**config.mk**
```make
export PLATFORM = sky130hd
export DESIGN_NAME = mem_xlate_stage_flat
export DESIGN_NICKNAME = d
export VERILOG_FILES = /design/src/rtl/mem_pkg.sv /design/src/rtl/mem_xlate_stage_if.sv /design/src/rtl/tlb_cam.sv /design/src/rtl/mem_xlate_stage.sv /design/src/flat_wrapper.sv
export SDC_FILE = /design/constraint.sdc
export NUM_CORES = 1
export LEC_CHECK = 0
export CAP_MARGIN = 10
export CORE_MARGIN = 2
export CORE_UTILIZATION = 35
export CTS_BUF_LIST = sky130_fd_sc_hd__clkbuf_4 sky130_fd_sc_hd__clkbuf_8
export DETAILED_ROUTE_END_ITERATION = 10
export GPL_TIMING_DRIVEN = 0
export SLEW_MARGIN = 20
export SYNTH_ARGS = -nofsm -noshare
export SYNTH_HDL_FRONTEND = slang
export SYNTH_SLANG_ARGS = --single-unit
```
**constraint.sdc**
```tcl
create_clock -name clk -period 7.2 [get_ports clk]
set_clock_uncertainty 0.05 [all_clocks]
set_input_delay 1.44 -clock clk [delete_from_list [all_inputs] [get_ports clk]]
set_output_delay 1.44 -clock clk [all_outputs]
set_load 0.02 [all_outputs]
```
**src/rtl/mem_pkg.sv**
```systemverilog
// Shared types and constants for the memory-stage address translation front end.
// Covers access-size encodings, exception codes, page geometry and FSM states.
package mem_pkg;

    localparam int PAGE_BITS = 12;
    localparam int VPN_W     = 32 - PAGE_BITS;
    localparam int PAGE_SIZE = 1 << PAGE_BITS;

    typedef enum logic [1:0] {
        SZ_1B = 2'b00,
        SZ_2B = 2'b01,
        SZ_4B = 2'b10,
        SZ_8B = 2'b11
    } op_size_e;

    typedef enum logic [1:0] {
        EXC_NONE  = 2'b00,
        EXC_GP    = 2'b01,
        EXC_PF_NP = 2'b10,
        EXC_PF_WP = 2'b11
    } exc_code_e;

    typedef enum logic {
        ST_IDLE   = 1'b0,
        ST_SPLIT2 = 1'b1
    } xlate_state_e;

    typedef struct packed {
        logic present;
        logic writable;
    } tlb_flags_t;

    typedef struct packed {
        logic        v;
        logic        rd;
        logic        wr;
        logic        split;
        logic        exc_v;
        logic [1:0]  exc_code;
        logic [31:0] pa0;
        logic [31:0] pa1;
    } xlate_out_t;

    function automatic logic [3:0] op_bytes(input logic [1:0] op_size);
        return 4'd1 << op_size;
    endfunction

endpackage

```
**src/rtl/mem_xlate_stage_if.sv**
```systemverilog
// Bus bundle between the address-stage latch, the TLB fill path and the D-cache stage.
// The translation stage sits on the slave side; the driver of the pipeline is the master.
interface mem_xlate_stage_if #(
    parameter int TLB_ENTRIES = 8
);
    import mem_pkg::*;

    localparam int IDX_W = $clog2(TLB_ENTRIES);

    logic              i_v;
    logic              i_mem_rd;
    logic              i_mem_wr;
    logic [31:0]       i_lin_addr;
    logic [31:0]       i_seg_off;
    logic [31:0]       i_seg_lim;
    logic [1:0]        i_opSize;
    logic              i_flush;
    logic              i_dc_stall;
    logic              i_fill_we;
    logic [IDX_W-1:0]  i_fill_idx;
    logic [VPN_W-1:0]  i_fill_vpn;
    logic [VPN_W-1:0]  i_fill_pfn;
    logic [1:0]        i_fill_flags;

    logic              o_stall;
    logic              o_v;
    logic              o_mem_rd;
    logic              o_mem_wr;
    logic [31:0]       o_pa0;
    logic [31:0]       o_pa1;
    logic              o_split;
    logic              o_exc_v;
    logic [1:0]        o_exc_code;

    modport master (
        output i_v, i_mem_rd, i_mem_wr, i_lin_addr, i_seg_off, i_seg_lim, i_opSize,
               i_flush, i_dc_stall, i_fill_we, i_fill_idx, i_fill_vpn, i_fill_pfn, i_fill_flags,
        input  o_stall, o_v, o_mem_rd, o_mem_wr, o_pa0, o_pa1, o_split, o_exc_v, o_exc_code
    );

    modport slave (
        input  i_v, i_mem_rd, i_mem_wr, i_lin_addr, i_seg_off, i_seg_lim, i_opSize,
               i_flush, i_dc_stall, i_fill_we, i_fill_idx, i_fill_vpn, i_fill_pfn, i_fill_flags,
        output o_stall, o_v, o_mem_rd, o_mem_wr, o_pa0, o_pa1, o_split, o_exc_v, o_exc_code
    );

endinterface

```
**src/rtl/tlb_cam.sv**
```systemverilog
// Fully-associative TLB: per-entry storage, single fill write port and parallel VPN compare.
// Lookup reads the registered contents, so a same-cycle fill is only visible after the edge.
module tlb_cam
    import mem_pkg::*;
#(
    parameter  int ENTRIES = 8,
    localparam int IDX_W   = $clog2(ENTRIES)
) (
    input  logic             clk,
    input  logic             rst,
    input  logic             i_fill_we,
    input  logic [IDX_W-1:0] i_fill_idx,
    input  logic [VPN_W-1:0] i_fill_vpn,
    input  logic [VPN_W-1:0] i_fill_pfn,
    input  tlb_flags_t       i_fill_flags,
    input  logic [VPN_W-1:0] i_lk_vpn,
    output logic             o_hit,
    output logic [VPN_W-1:0] o_pfn,
    output tlb_flags_t       o_flags
);

    logic [ENTRIES-1:0] r_valid;
    logic [VPN_W-1:0]   r_vpn   [ENTRIES];
    logic [VPN_W-1:0]   r_pfn   [ENTRIES];
    logic [1:0]         r_flags [ENTRIES];
    logic [1:0]         w_flags;

    // NOTE: only the valid bits are reset; payload is never observed until its entry is written.
    always_ff @(posedge clk or negedge rst) begin
        if (!rst)           r_valid             <= '0;
        else if (i_fill_we) r_valid[i_fill_idx] <= 1'b1;
    end

    always_ff @(posedge clk) begin
        if (i_fill_we) begin
            r_vpn[i_fill_idx]   <= i_fill_vpn;
            r_pfn[i_fill_idx]   <= i_fill_pfn;
            r_flags[i_fill_idx] <= i_fill_flags;
        end
    end

    // Fill software guarantees at most one match, so an OR-reduction is a valid mux.
    always_comb begin
        o_hit   = 1'b0;
        o_pfn   = '0;
        w_flags = '0;
        for (int i = 0; i < ENTRIES; i++) begin
            if (r_valid[i] && (r_vpn[i] == i_lk_vpn)) begin
                o_hit   = 1'b1;
                o_pfn   = o_pfn | r_pfn[i];
                w_flags = w_flags | r_flags[i];
            end
        end
        o_flags = tlb_flags_t'(w_flags);
    end

endmodule

```
**src/rtl/mem_xlate_stage.sv**
```systemverilog
// Memory-stage front end: segment limit check, TLB translation and two-step handling of
// page-crossing accesses, producing registered physical addresses for the D-cache stage.
module mem_xlate_stage
    import mem_pkg::*;
#(
    parameter int TLB_ENTRIES = 8
) (
    input  logic              clk,
    input  logic              rst,
    mem_xlate_stage_if.slave  bus
);

    xlate_state_e          r_state, w_state_nxt;
    xlate_out_t            r_out, w_out_nxt;
    logic [VPN_W-1:0]      r_pfn0, w_pfn0_nxt;

    logic [3:0]            w_sz;
    logic [PAGE_BITS-1:0]  w_off;
    logic [VPN_W-1:0]      w_vpn, w_lk_vpn, w_pfn;
    logic [32:0]           w_seg_end;
    logic                  w_memop, w_cross, w_gp, w_hit;
    tlb_flags_t            w_flags;
    exc_code_e             w_exc;

    assign w_sz      = op_bytes(bus.i_opSize);
    assign w_off     = bus.i_lin_addr[PAGE_BITS-1:0];
    assign w_vpn     = bus.i_lin_addr[31:PAGE_BITS];
    assign w_memop   = bus.i_mem_rd | bus.i_mem_wr;
    // off + sz > PAGE_SIZE is the same as the last byte carrying into the next page.
    assign w_cross   = w_memop &
                       (({1'b0, w_off} + (PAGE_BITS+1)'(w_sz)) > (PAGE_BITS+1)'(PAGE_SIZE));
    assign w_seg_end = {1'b0, bus.i_seg_off} + 33'(w_sz) - 33'd1;
    assign w_gp      = w_seg_end > {1'b0, bus.i_seg_lim};
    assign w_lk_vpn  = (r_state == ST_SPLIT2) ? w_vpn + VPN_W'(1) : w_vpn;

    tlb_cam #(.ENTRIES(TLB_ENTRIES)) u_tlb (
        .clk          (clk),
        .rst          (rst),
        .i_fill_we    (bus.i_fill_we),
        .i_fill_idx   (bus.i_fill_idx),
        .i_fill_vpn   (bus.i_fill_vpn),
        .i_fill_pfn   (bus.i_fill_pfn),
        .i_fill_flags (tlb_flags_t'(bus.i_fill_flags)),
        .i_lk_vpn     (w_lk_vpn),
        .o_hit        (w_hit),
        .o_pfn        (w_pfn),
        .o_flags      (w_flags)
    );

    // NOTE: every always_comb assigns its outputs a default first, so no path can infer a latch.
    always_comb begin
        w_exc = EXC_NONE;
        if (w_gp)                                   w_exc = EXC_GP;
        else if (!w_hit || !w_flags.present)        w_exc = EXC_PF_NP;
        else if (bus.i_mem_wr && !w_flags.writable) w_exc = EXC_PF_WP;
    end

    // NOTE: state lives in always_ff with <=; combinational blocks use = only.
    always_ff @(posedge clk or negedge rst) begin
        if (!rst) r_state <= ST_IDLE;
        else      r_state <= w_state_nxt;
    end

    always_comb begin
        w_state_nxt = r_state;
        if (bus.i_flush) begin
            w_state_nxt = ST_IDLE;
        end else if (!bus.i_dc_stall) begin
            case (r_state)
                ST_IDLE:   if (bus.i_v && w_cross && (w_exc == EXC_NONE)) w_state_nxt = ST_SPLIT2;
                ST_SPLIT2: w_state_nxt = ST_IDLE;
                default:   w_state_nxt = ST_IDLE;
            endcase
        end
    end

    always_comb begin
        w_out_nxt  = r_out;
        w_pfn0_nxt = r_pfn0;
        if (bus.i_flush) begin
            w_out_nxt  = '0;
            w_pfn0_nxt = '0;
        end else if (!bus.i_dc_stall) begin
            w_out_nxt    = '0;
            w_out_nxt.rd = bus.i_v & bus.i_mem_rd;
            w_out_nxt.wr = bus.i_v & bus.i_mem_wr;
            case (r_state)
                ST_IDLE: begin
                    if (bus.i_v) begin
                        if (!w_memop) begin
                            w_out_nxt.v = 1'b1;
                        end else if (w_exc != EXC_NONE) begin
                            w_out_nxt.v        = 1'b1;
                            w_out_nxt.exc_v    = 1'b1;
                            w_out_nxt.exc_code = w_exc;
                        end else if (w_cross) begin
                            w_pfn0_nxt = w_pfn;
                        end else begin
                            w_out_nxt.v   = 1'b1;
                            w_out_nxt.pa0 = {w_pfn, w_off};
                        end
                    end
                end
                ST_SPLIT2: begin
                    w_out_nxt.v        = 1'b1;
                    w_out_nxt.split    = 1'b1;
                    w_out_nxt.pa0      = {r_pfn0, w_off};
                    w_out_nxt.pa1      = {w_pfn, {PAGE_BITS{1'b0}}};
                    w_out_nxt.exc_v    = (w_exc != EXC_NONE);
                    w_out_nxt.exc_code = w_exc;
                    w_pfn0_nxt         = '0;
                end
                default: ;
            endcase
        end
    end

    always_ff @(posedge clk or negedge rst) begin
        if (!rst) begin
            r_out  <= '0;
            r_pfn0 <= '0;
        end else begin
            r_out  <= w_out_nxt;
            r_pfn0 <= w_pfn0_nxt;
        end
    end

    assign bus.o_stall    = bus.i_dc_stall | (r_state == ST_SPLIT2);
    assign bus.o_v        = r_out.v;
    assign bus.o_mem_rd   = r_out.rd;
    assign bus.o_mem_wr   = r_out.wr;
    assign bus.o_pa0      = r_out.pa0;
    assign bus.o_pa1      = r_out.pa1;
    assign bus.o_split    = r_out.split;
    assign bus.o_exc_v    = r_out.exc_v;
    assign bus.o_exc_code = r_out.exc_code;

endmodule

```
**src/flat_wrapper.sv**
```systemverilog
// flat-port wrapper written by rule: the top's interface ports become plain ports
module mem_xlate_stage_flat import mem_pkg::*;
#(
    parameter int TLB_ENTRIES = 8
)
  (clk, rst, bus_i_v, bus_i_mem_rd, bus_i_mem_wr, bus_i_lin_addr, bus_i_seg_off, bus_i_seg_lim, bus_i_opSize, bus_i_flush, bus_i_dc_stall, bus_i_fill_we, bus_i_fill_idx, bus_i_fill_vpn, bus_i_fill_pfn, bus_i_fill_flags, bus_o_stall, bus_o_v, bus_o_mem_rd, bus_o_mem_wr, bus_o_pa0, bus_o_pa1, bus_o_split, bus_o_exc_v, bus_o_exc_code);
  mem_xlate_stage_if #(.TLB_ENTRIES(TLB_ENTRIES)) bus_i ();
  input  logic clk;
  input  logic rst;
  input wire logic [$bits(bus_i.i_v)-1:0] bus_i_v;
  input wire logic [$bits(bus_i.i_mem_rd)-1:0] bus_i_mem_rd;
  input wire logic [$bits(bus_i.i_mem_wr)-1:0] bus_i_mem_wr;
  input wire logic [$bits(bus_i.i_lin_addr)-1:0] bus_i_lin_addr;
  input wire logic [$bits(bus_i.i_seg_off)-1:0] bus_i_seg_off;
  input wire logic [$bits(bus_i.i_seg_lim)-1:0] bus_i_seg_lim;
  input wire logic [$bits(bus_i.i_opSize)-1:0] bus_i_opSize;
  input wire logic [$bits(bus_i.i_flush)-1:0] bus_i_flush;
  input wire logic [$bits(bus_i.i_dc_stall)-1:0] bus_i_dc_stall;
  input wire logic [$bits(bus_i.i_fill_we)-1:0] bus_i_fill_we;
  input wire logic [$bits(bus_i.i_fill_idx)-1:0] bus_i_fill_idx;
  input wire logic [$bits(bus_i.i_fill_vpn)-1:0] bus_i_fill_vpn;
  input wire logic [$bits(bus_i.i_fill_pfn)-1:0] bus_i_fill_pfn;
  input wire logic [$bits(bus_i.i_fill_flags)-1:0] bus_i_fill_flags;
  output wire logic [$bits(bus_i.o_stall)-1:0] bus_o_stall;
  output wire logic [$bits(bus_i.o_v)-1:0] bus_o_v;
  output wire logic [$bits(bus_i.o_mem_rd)-1:0] bus_o_mem_rd;
  output wire logic [$bits(bus_i.o_mem_wr)-1:0] bus_o_mem_wr;
  output wire logic [$bits(bus_i.o_pa0)-1:0] bus_o_pa0;
  output wire logic [$bits(bus_i.o_pa1)-1:0] bus_o_pa1;
  output wire logic [$bits(bus_i.o_split)-1:0] bus_o_split;
  output wire logic [$bits(bus_i.o_exc_v)-1:0] bus_o_exc_v;
  output wire logic [$bits(bus_i.o_exc_code)-1:0] bus_o_exc_code;
  assign bus_i.i_v = bus_i_v;
  assign bus_i.i_mem_rd = bus_i_mem_rd;
  assign bus_i.i_mem_wr = bus_i_mem_wr;
  assign bus_i.i_lin_addr = bus_i_lin_addr;
  assign bus_i.i_seg_off = bus_i_seg_off;
  assign bus_i.i_seg_lim = bus_i_seg_lim;
  assign bus_i.i_opSize = bus_i_opSize;
  assign bus_i.i_flush = bus_i_flush;
  assign bus_i.i_dc_stall = bus_i_dc_stall;
  assign bus_i.i_fill_we = bus_i_fill_we;
  assign bus_i.i_fill_idx = bus_i_fill_idx;
  assign bus_i.i_fill_vpn = bus_i_fill_vpn;
  assign bus_i.i_fill_pfn = bus_i_fill_pfn;
  assign bus_i.i_fill_flags = bus_i_fill_flags;
  assign bus_o_stall = bus_i.o_stall;
  assign bus_o_v = bus_i.o_v;
  assign bus_o_mem_rd = bus_i.o_mem_rd;
  assign bus_o_mem_wr = bus_i.o_mem_wr;
  assign bus_o_pa0 = bus_i.o_pa0;
  assign bus_o_pa1 = bus_i.o_pa1;
  assign bus_o_split = bus_i.o_split;
  assign bus_o_exc_v = bus_i.o_exc_v;
  assign bus_o_exc_code = bus_i.o_exc_code;
  mem_xlate_stage #(.TLB_ENTRIES(TLB_ENTRIES)) u_core (.clk(clk), .rst(rst), .bus(bus_i));
endmodule
```
Yosys cells after proc, flatten, opt, wreduce, memory -nomap -nowiden
Memories as Yosys holds them, arrays and structs flattened. Cells that the tools add are included.

Register bits after elaboration: 100. Memory bits (writable): 336. Input port bits: 151. Memories: 3.

Add/sub/neg operators: 4. Order comparisons: 4. Equal/unequal tests: 13. Shift-type cells: 1. Muxes and demuxes: 58. Bitwise logic cells: 21. Reductions and logical operators: 19.

Memories: u_core.u_tlb.r_pfn (words 8, width 20, rd ports 8, clocked after memory_dff 0, write ports 1, RTL line tlb_cam.sv:24) `logic [VPN_W-1:0] r_pfn [ENTRIES];`; u_core.u_tlb.r_vpn (words 8, width 20, rd ports 8, clocked after memory_dff 0, write ports 1, RTL line tlb_cam.sv:23) `logic [VPN_W-1:0] r_vpn [ENTRIES];`; u_core.u_tlb.r_flags (words 8, width 2, rd ports 8, clocked after memory_dff 0, write ports 1, RTL line tlb_cam.sv:25) `logic [1:0] r_flags [ENTRIES];`.

Operators with widths (count): 20-bit two-way mux (15); 20-bit equality test (8); 71-bit two-way mux (2); 20-bit bitwise OR (7); 32-bit two-way mux (3); 35-bit two-way mux (2); 35-bit case mux with 2 select lines (1); 20-bit case mux with 2 select lines (1); 32-bit by 4-bit adder with 33-bit output (1); 33-bit by 32-bit > comparator with 1-bit output (1); 33-bit by 1-bit subtractor with 33-bit output (second input constant) (1); 2-bit two-way mux (11); 20-bit by 1-bit adder with 20-bit output (second input constant) (1); 1-bit two-way mux (19); 2-bit bitwise OR (7); 12-bit by 4-bit adder with 13-bit output (1); 13-bit > comparator (second input constant) (1); 1-bit logical AND (12); 8-bit bitwise OR (1); 3-bit by 2-bit inequality test with 1-bit output (second input constant) (2); 3-bit inequality test (second input constant) (2); 5-bit AND reduction (1); 3-bit by 4-bit < comparator with 1-bit output (second input constant) (1); 1-bit case mux with 2 select lines (2); 12 further kinds (17).

Depth between registers and ports, before layout
Word-level depth: 31. Depth in mapped cells: 28. Mapped depth without buffers: 27.

Cells and area by module
A second synthesis with hierarchy kept.

Cells, all modules: 1827. Area total of the unflattened synthesis: 21946.0 µm².

Modules (own cells, without submodules): tlb_cam (times used 1, cells an instance 981, area each 14906.8 µm², seq. area each 10289.9 µm²); mem_xlate_stage (times used 1, cells an instance 846, area each 7039.3 µm², seq. area each 2001.9 µm²).

Worst setup path after synthesis
OpenSTA, ideal clock, no wires.

Kind: input port to flip-flop. From: input bus_i_opSize[1]. To: register u_core.r_out (netlist bit u_core.bus.o_pa0[12]). Arrival: 6813 ps. Setup slack: 271 ps. Stages on the path: 27. Path buffers: 1. Path through: nand2b_1 -> ha_1 -> inv_1 -> ha_1 -> fa_1 -> a21o_1 -> a21oi_1 -> nor2b_1 -> o21a_1 -> o21ai_0 -> o211ai_1 -> nand3b_1 -> a31oi_1 -> a21oi_1 -> o21ai_0 -> xor2_1 -> ha_1 -> a211o_1 -> a2111oi_0 -> o221ai_1 -> a221oi_1 -> o21ai_0 -> mux2_2 -> a311oi_4 -> nor2b_1 -> buf_2 -> a31o_1.

Cells in the longest elaborated chain, start to end: 12. Elaborated cells on any way between the ends: 16. Classes of those cells: add/sub: 3; order compare: 2; shift: 1; mux: 8; bitwise: 1; reduce/logical: 1.

Ends and longest elaborated chain: from (decl) (RTL line flat_wrapper.sv:16) `input wire logic [$bits(bus_i.i_opSize)-1:0] bus_i_opSize;`; 1-bit by 2-bit << shifter with 4-bit output (*) (RTL line mem_pkg.sv:45) `return 4'd1 << op_size;`; 32-bit by 4-bit adder with 33-bit output (RTL line mem_xlate_stage.sv:32) `assign w_seg_end = {1'b0, bus.i_seg_off} + 33'(w_sz) - 33'd1;`; 33-bit by 1-bit subtractor with 33-bit output (RTL line mem_xlate_stage.sv:32); 33-bit by 32-bit > comparator with 1-bit output (RTL line mem_xlate_stage.sv:33) `assign w_gp = w_seg_end > {1'b0, bus.i_seg_lim};`; 2-bit two-way mux (RTL line mem_xlate_stage.sv:53) `if (w_gp) w_exc = EXC_GP;`; 2-bit nonzero test (RTL line mem_xlate_stage.sv:92) `end else if (w_exc != EXC_NONE) begin`; 32-bit two-way mux (*) (RTL line mem_xlate_stage.sv:92); 35-bit two-way mux (*) (RTL line mem_xlate_stage.sv:90) `if (!w_memop) begin`; 35-bit two-way mux (*) (RTL line mem_xlate_stage.sv:89) `if (bus.i_v) begin`; 35-bit case mux with 2 select lines (*) (RTL line mem_xlate_stage.sv:87) `case (r_state)`; 71-bit two-way mux (*) (RTL line mem_xlate_stage.sv:83) `end else if (!bus.i_dc_stall) begin`; 71-bit two-way mux (*) (RTL line mem_xlate_stage.sv:80) `if (bus.i_flush) begin`; to (signal assigned) (RTL line mem_xlate_stage.sv:123) `r_out <= w_out_nxt;`; to (decl) (RTL line mem_xlate_stage.sv:14) `xlate_out_t r_out, w_out_nxt;`.

Every way passes the cells marked *; elsewhere a longest branch is shown, timed or not. The select of a mux whose other input is x is not followed. A chain may end at the register's enable or synchronous reset.

Final worst setup path
From: input bus_i_lin_addr[12]. To: register u_core.r_out (netlist bit u_core.bus.o_pa0[3]).

Cells in the longest elaborated chain, start to end: 31. Elaborated cells on any way between the ends: 56. Classes of those cells: add/sub: 1; eq/ne: 8; mux: 26; bitwise: 7; reduce/logical: 14.

Ends and longest elaborated chain: from (decl) (RTL line flat_wrapper.sv:13) `input wire logic [$bits(bus_i.i_lin_addr)-1:0] bus_i_lin_addr;`; 20-bit by 1-bit adder with 20-bit output (RTL line mem_xlate_stage.sv:34) `assign w_lk_vpn = (r_state == ST_SPLIT2) ? w_vpn + VPN_W'(1) : w_vpn;`; 20-bit two-way mux (*) (RTL line mem_xlate_stage.sv:34); 20-bit equality test (RTL line tlb_cam.sv:48) `if (r_valid[i] && (r_vpn[i] == i_lk_vpn)) begin`; 1-bit logical AND (RTL line tlb_cam.sv:48); 2-bit two-way mux (RTL line tlb_cam.sv:48); 2-bit bitwise OR (RTL line tlb_cam.sv:51) `w_flags = w_flags | r_flags[i];`; 2-bit two-way mux (RTL line tlb_cam.sv:48); 2-bit bitwise OR (RTL line tlb_cam.sv:51); [... 15 more ...]; 2-bit two-way mux (*) (RTL line mem_xlate_stage.sv:53); 2-bit nonzero test (*) (RTL line mem_xlate_stage.sv:92); 32-bit two-way mux (*) (RTL line mem_xlate_stage.sv:92); 35-bit two-way mux (*) (RTL line mem_xlate_stage.sv:90); 35-bit two-way mux (*) (RTL line mem_xlate_stage.sv:89); 35-bit case mux with 2 select lines (*) (RTL line mem_xlate_stage.sv:87); 71-bit two-way mux (*) (RTL line mem_xlate_stage.sv:83); 71-bit two-way mux (*) (RTL line mem_xlate_stage.sv:80).

Marked as above.

==> flow_summary.json <==
{
  "synth-main-ff-cell": "edfxtp_1",
  "io_buffers": 205,
  "cap_violations": 0,
  "synth_edf_count": 336,
  "dieHeight_um": 267,
  "arrival_ns": 7.66,
  "gp_congestion": 1.01,
  "wire_per_inst_um": 25.9,
  "core_area_um2": 68500,
  "crit_fanout": 10,
  "layout-drive-gt1-share_pct": 10.3,
  "finalCritPeriodShare_pct": 99.3,
  "synth_cells": 2125,
  "grt_max_degree": 50,
  "route.detailed.drc": 0,
  "track_usage_pct": 24.1,
  "ir_worst_vdd_uv": 123,
  "critPathLaunchType": "primary input",
  "placed_area_um2": 27800,
  "reg2reg_from": "u_core.r_state",
  "hold_class": "reg2reg",
  "async_reset_ff_share_pct": 20.8,
  "fin_hold_ws_ns": 0.429,
  "grt_pass1_wl_um": 126000,
  "grt_pass1_vias": 19646,
  "drt_pass1_iterations": 5,
  "cts_buffers": 71,
  "post_synth.cell_area_avg_um2": 11.4,
  "start_util_pct": 35.3,
  "dp.final_hpwl_um": 65400,
  "fin_nets": 2676,
  "routed_via_density": 5.89,
  "synth-seq-area-share_pct": 50.9,
  "slew_viol_final": 0,
  "fmax_ghz": 0.140,
  "final_util_pct": 43.2,
  "synth-seq-cells": 424,
  "wl_um": 87700,
  "yosysUniqueCellTypes": 90,
  "power_leakage_nw": 11.0,
  "drtAntennaViolNets": 0,
  "layout_commonest_cell": "edfxtp_1",
  "period_minus_slack_ns": 7.15,
  "ys_warn_count": 0,
  "antenna_found_initial": 8,
  "io_pins": 223,
  "htreeDepth": 3,
  "final_area_um2": 29600,
  "clk_latency_ns": 0.68,
  "worstSetupStartpoint": "bus_i_lin_addr[12]",
  "cts_num_sinks": 424,
  "drtIter0Drc": 2214,
  "cts.clk_slew.worst_paths_ns": 0.06,
  "fp.dieW_um": 267,
  "crit_type": "in2reg",
  "status": "finished clean",
  "cts_tree": "yes",
  "grt-ovfl-total": 0,
  "rows": 96,
  "clockBufferDepth": 3,
  "final_cell_mix": "edfxtp_1, clkdlybuf4s50_1, nand2_1, inv_1, a21oi_1",
  "setup_viol": 0,
  "vias": 19954,
  "end_kind": "register",
  "p_per_area_nw_per_um2": 198,
  "hp-start": "u_core.bus.o_pa1[18]",
  "syn_to_final_growth_pct": 22.6,
  "worst_pin_slew_ns": 1.17,
  "dieArea_um2": 71100,
  "hold_viol_final": 0,
  "syn_area_um2": 24100,
  "root_buffer": "clkbuf_8",
  "nFillCells": 6401,
  "slew_headroom_pct": 21.2,
  "cp_data_required_time_ns": 7.71
}
## worst paths after layout
check                                           to  slack [ns]  cells after the start
setup / recovery               u_core.bus.o_pa0[3]        0.05                     17
max in group asynchronous  u_core.u_tlb.r_valid[2]        5.80                      2
hold / removal                u_core.bus.o_pa1[18]        0.43                      2
setup reg to reg               u_core.bus.o_pa0[3]        1.21                     16
min in group asynchronous       u_core.bus.o_split        0.66                      1
hold reg to reg               u_core.bus.o_pa1[18]        0.43                      2
## flip-flops by register name, summed over array words and instances, names as in the netlist, 2 cells and up
name,cells
u_core.r_pfn0,20
u_core.u_tlb.r_valid,8
u_core.bus.o_exc_code,2
u_core.u_tlb.r_pfn,160
u_core.u_tlb.r_flags,16
u_core.bus.o_pa0,32
u_core.u_tlb.r_vpn,160
u_core.bus.o_pa1,20
## stage by stage
stage	TNS (ns)	power (mW)	setup slack (ns)	std cells
final	0	5.87	0.0517	3390
after CTS	0	5.88	0.0167	3383
after detailed placement	-91.81	3.61	-1.68	3250
after global placement	-262.18	3.58	-2.23	3223
after global routing	-0.361	6.08	-0.0403	3390
after floorplan	0	3.27	0.271	2136
## routing by layer
layer	GRT usage, %	vias to the layer above	wire, um
li1	-	8861	-
met4	9.41	10	2970
met3	4.94	183	7720
met1	31.9	9869	36400
met5	0	-	68
met2	38.8	1031	40600
## Yosys cell counts (all sizes together) (17+ instances only)
cell    count  share of area, %
nand2     120               1.9
dfrtp      88               9.1
edfxtp    336                42
o21bai     24              0.75
a22oi      81               2.5
buf        53               1.2
nand3      68               1.4
a221oi     22              0.80
nor2       81               1.3
xnor2      96               3.5
clkbuf     81               1.3
ha         72               3.7
o21ai      79               1.6
o211ai     17              0.53
mux2i      20              0.83
nand2b     25              0.65
xor2       61               2.2
a222oi     21              0.87
nor3       47               1.0
nand4      48               1.3
inv       104               1.6
a21oi     101               2.1
and3       23              0.60
nor4       33               1.0
a31oi      29              0.75
a21o       47               1.5
xnor3      37               3.5
a22o       42               1.5
or3        21              0.54
## cell families (layout without fill, tap and decap cells)
family          Yosys count  in the layout  share of synthesized area, %
xor+xnor                194            194                          9.15
buf+inv                 238            608                          4.06
other cells               1             14                        0.0155
simple gates            578            578                          13.2
compound gates          593            593                          17.8
mux                      22             22                         0.923
flops                   424            424                          50.9
fa+ha+maj                75             75                          3.94
## timing repair
item | in CTS | in global routing
setup buffers | 2 | 5
cloned | 3 | 0
gates resized for setup | 30 | 16
endpoints found under the setup margin | 57 | 55
hold buffers | 0 | 0
pin swaps | 5 | 7
## power breakdown
group	internal (mW)	switching, mW	total, mW
sequential	2.72	0.0433	2.77
combinational	0.359	0.474	0.833
clock	1.24	1.03	2.27
total	4.33	1.54	5.87
## final cells by class
class | count | area, um^2 | area share [%]
antenna | 2 | 5.00 | 0.0169
buffer | 134 | 626 | 2.11
clock buffer | 94 | 1160 | 3.93
clock inverter | 34 | 312 | 1.05
inverter | 104 | 390 | 1.32
multi-input combinational | 1474 | 11100 | 37.5
sequential | 424 | 12300 | 41.5
tap | 882 | 1100 | 3.73
timing repair buffer | 242 | 2590 | 8.75
## critical path, cell delays in order
cell	delay, ns
clkdlybuf4s50_1	0.43
ha_1	0.37
nand4_1	0.39
buf_2	0.40
clkbuf_1	0.63
o21ai_0	0.29
and3_1	0.32
a311oi_1	0.75
nand4_1	0.15
nor4_1	0.75
and3_1	0.40
a222oi_1	0.23
a311oi_4	0.39
buf_12	0.18
a21oi_1	0.11
buf_4	0.20
nor3_1	0.20
Note: power is estimated with default switching activity, not from simulation.
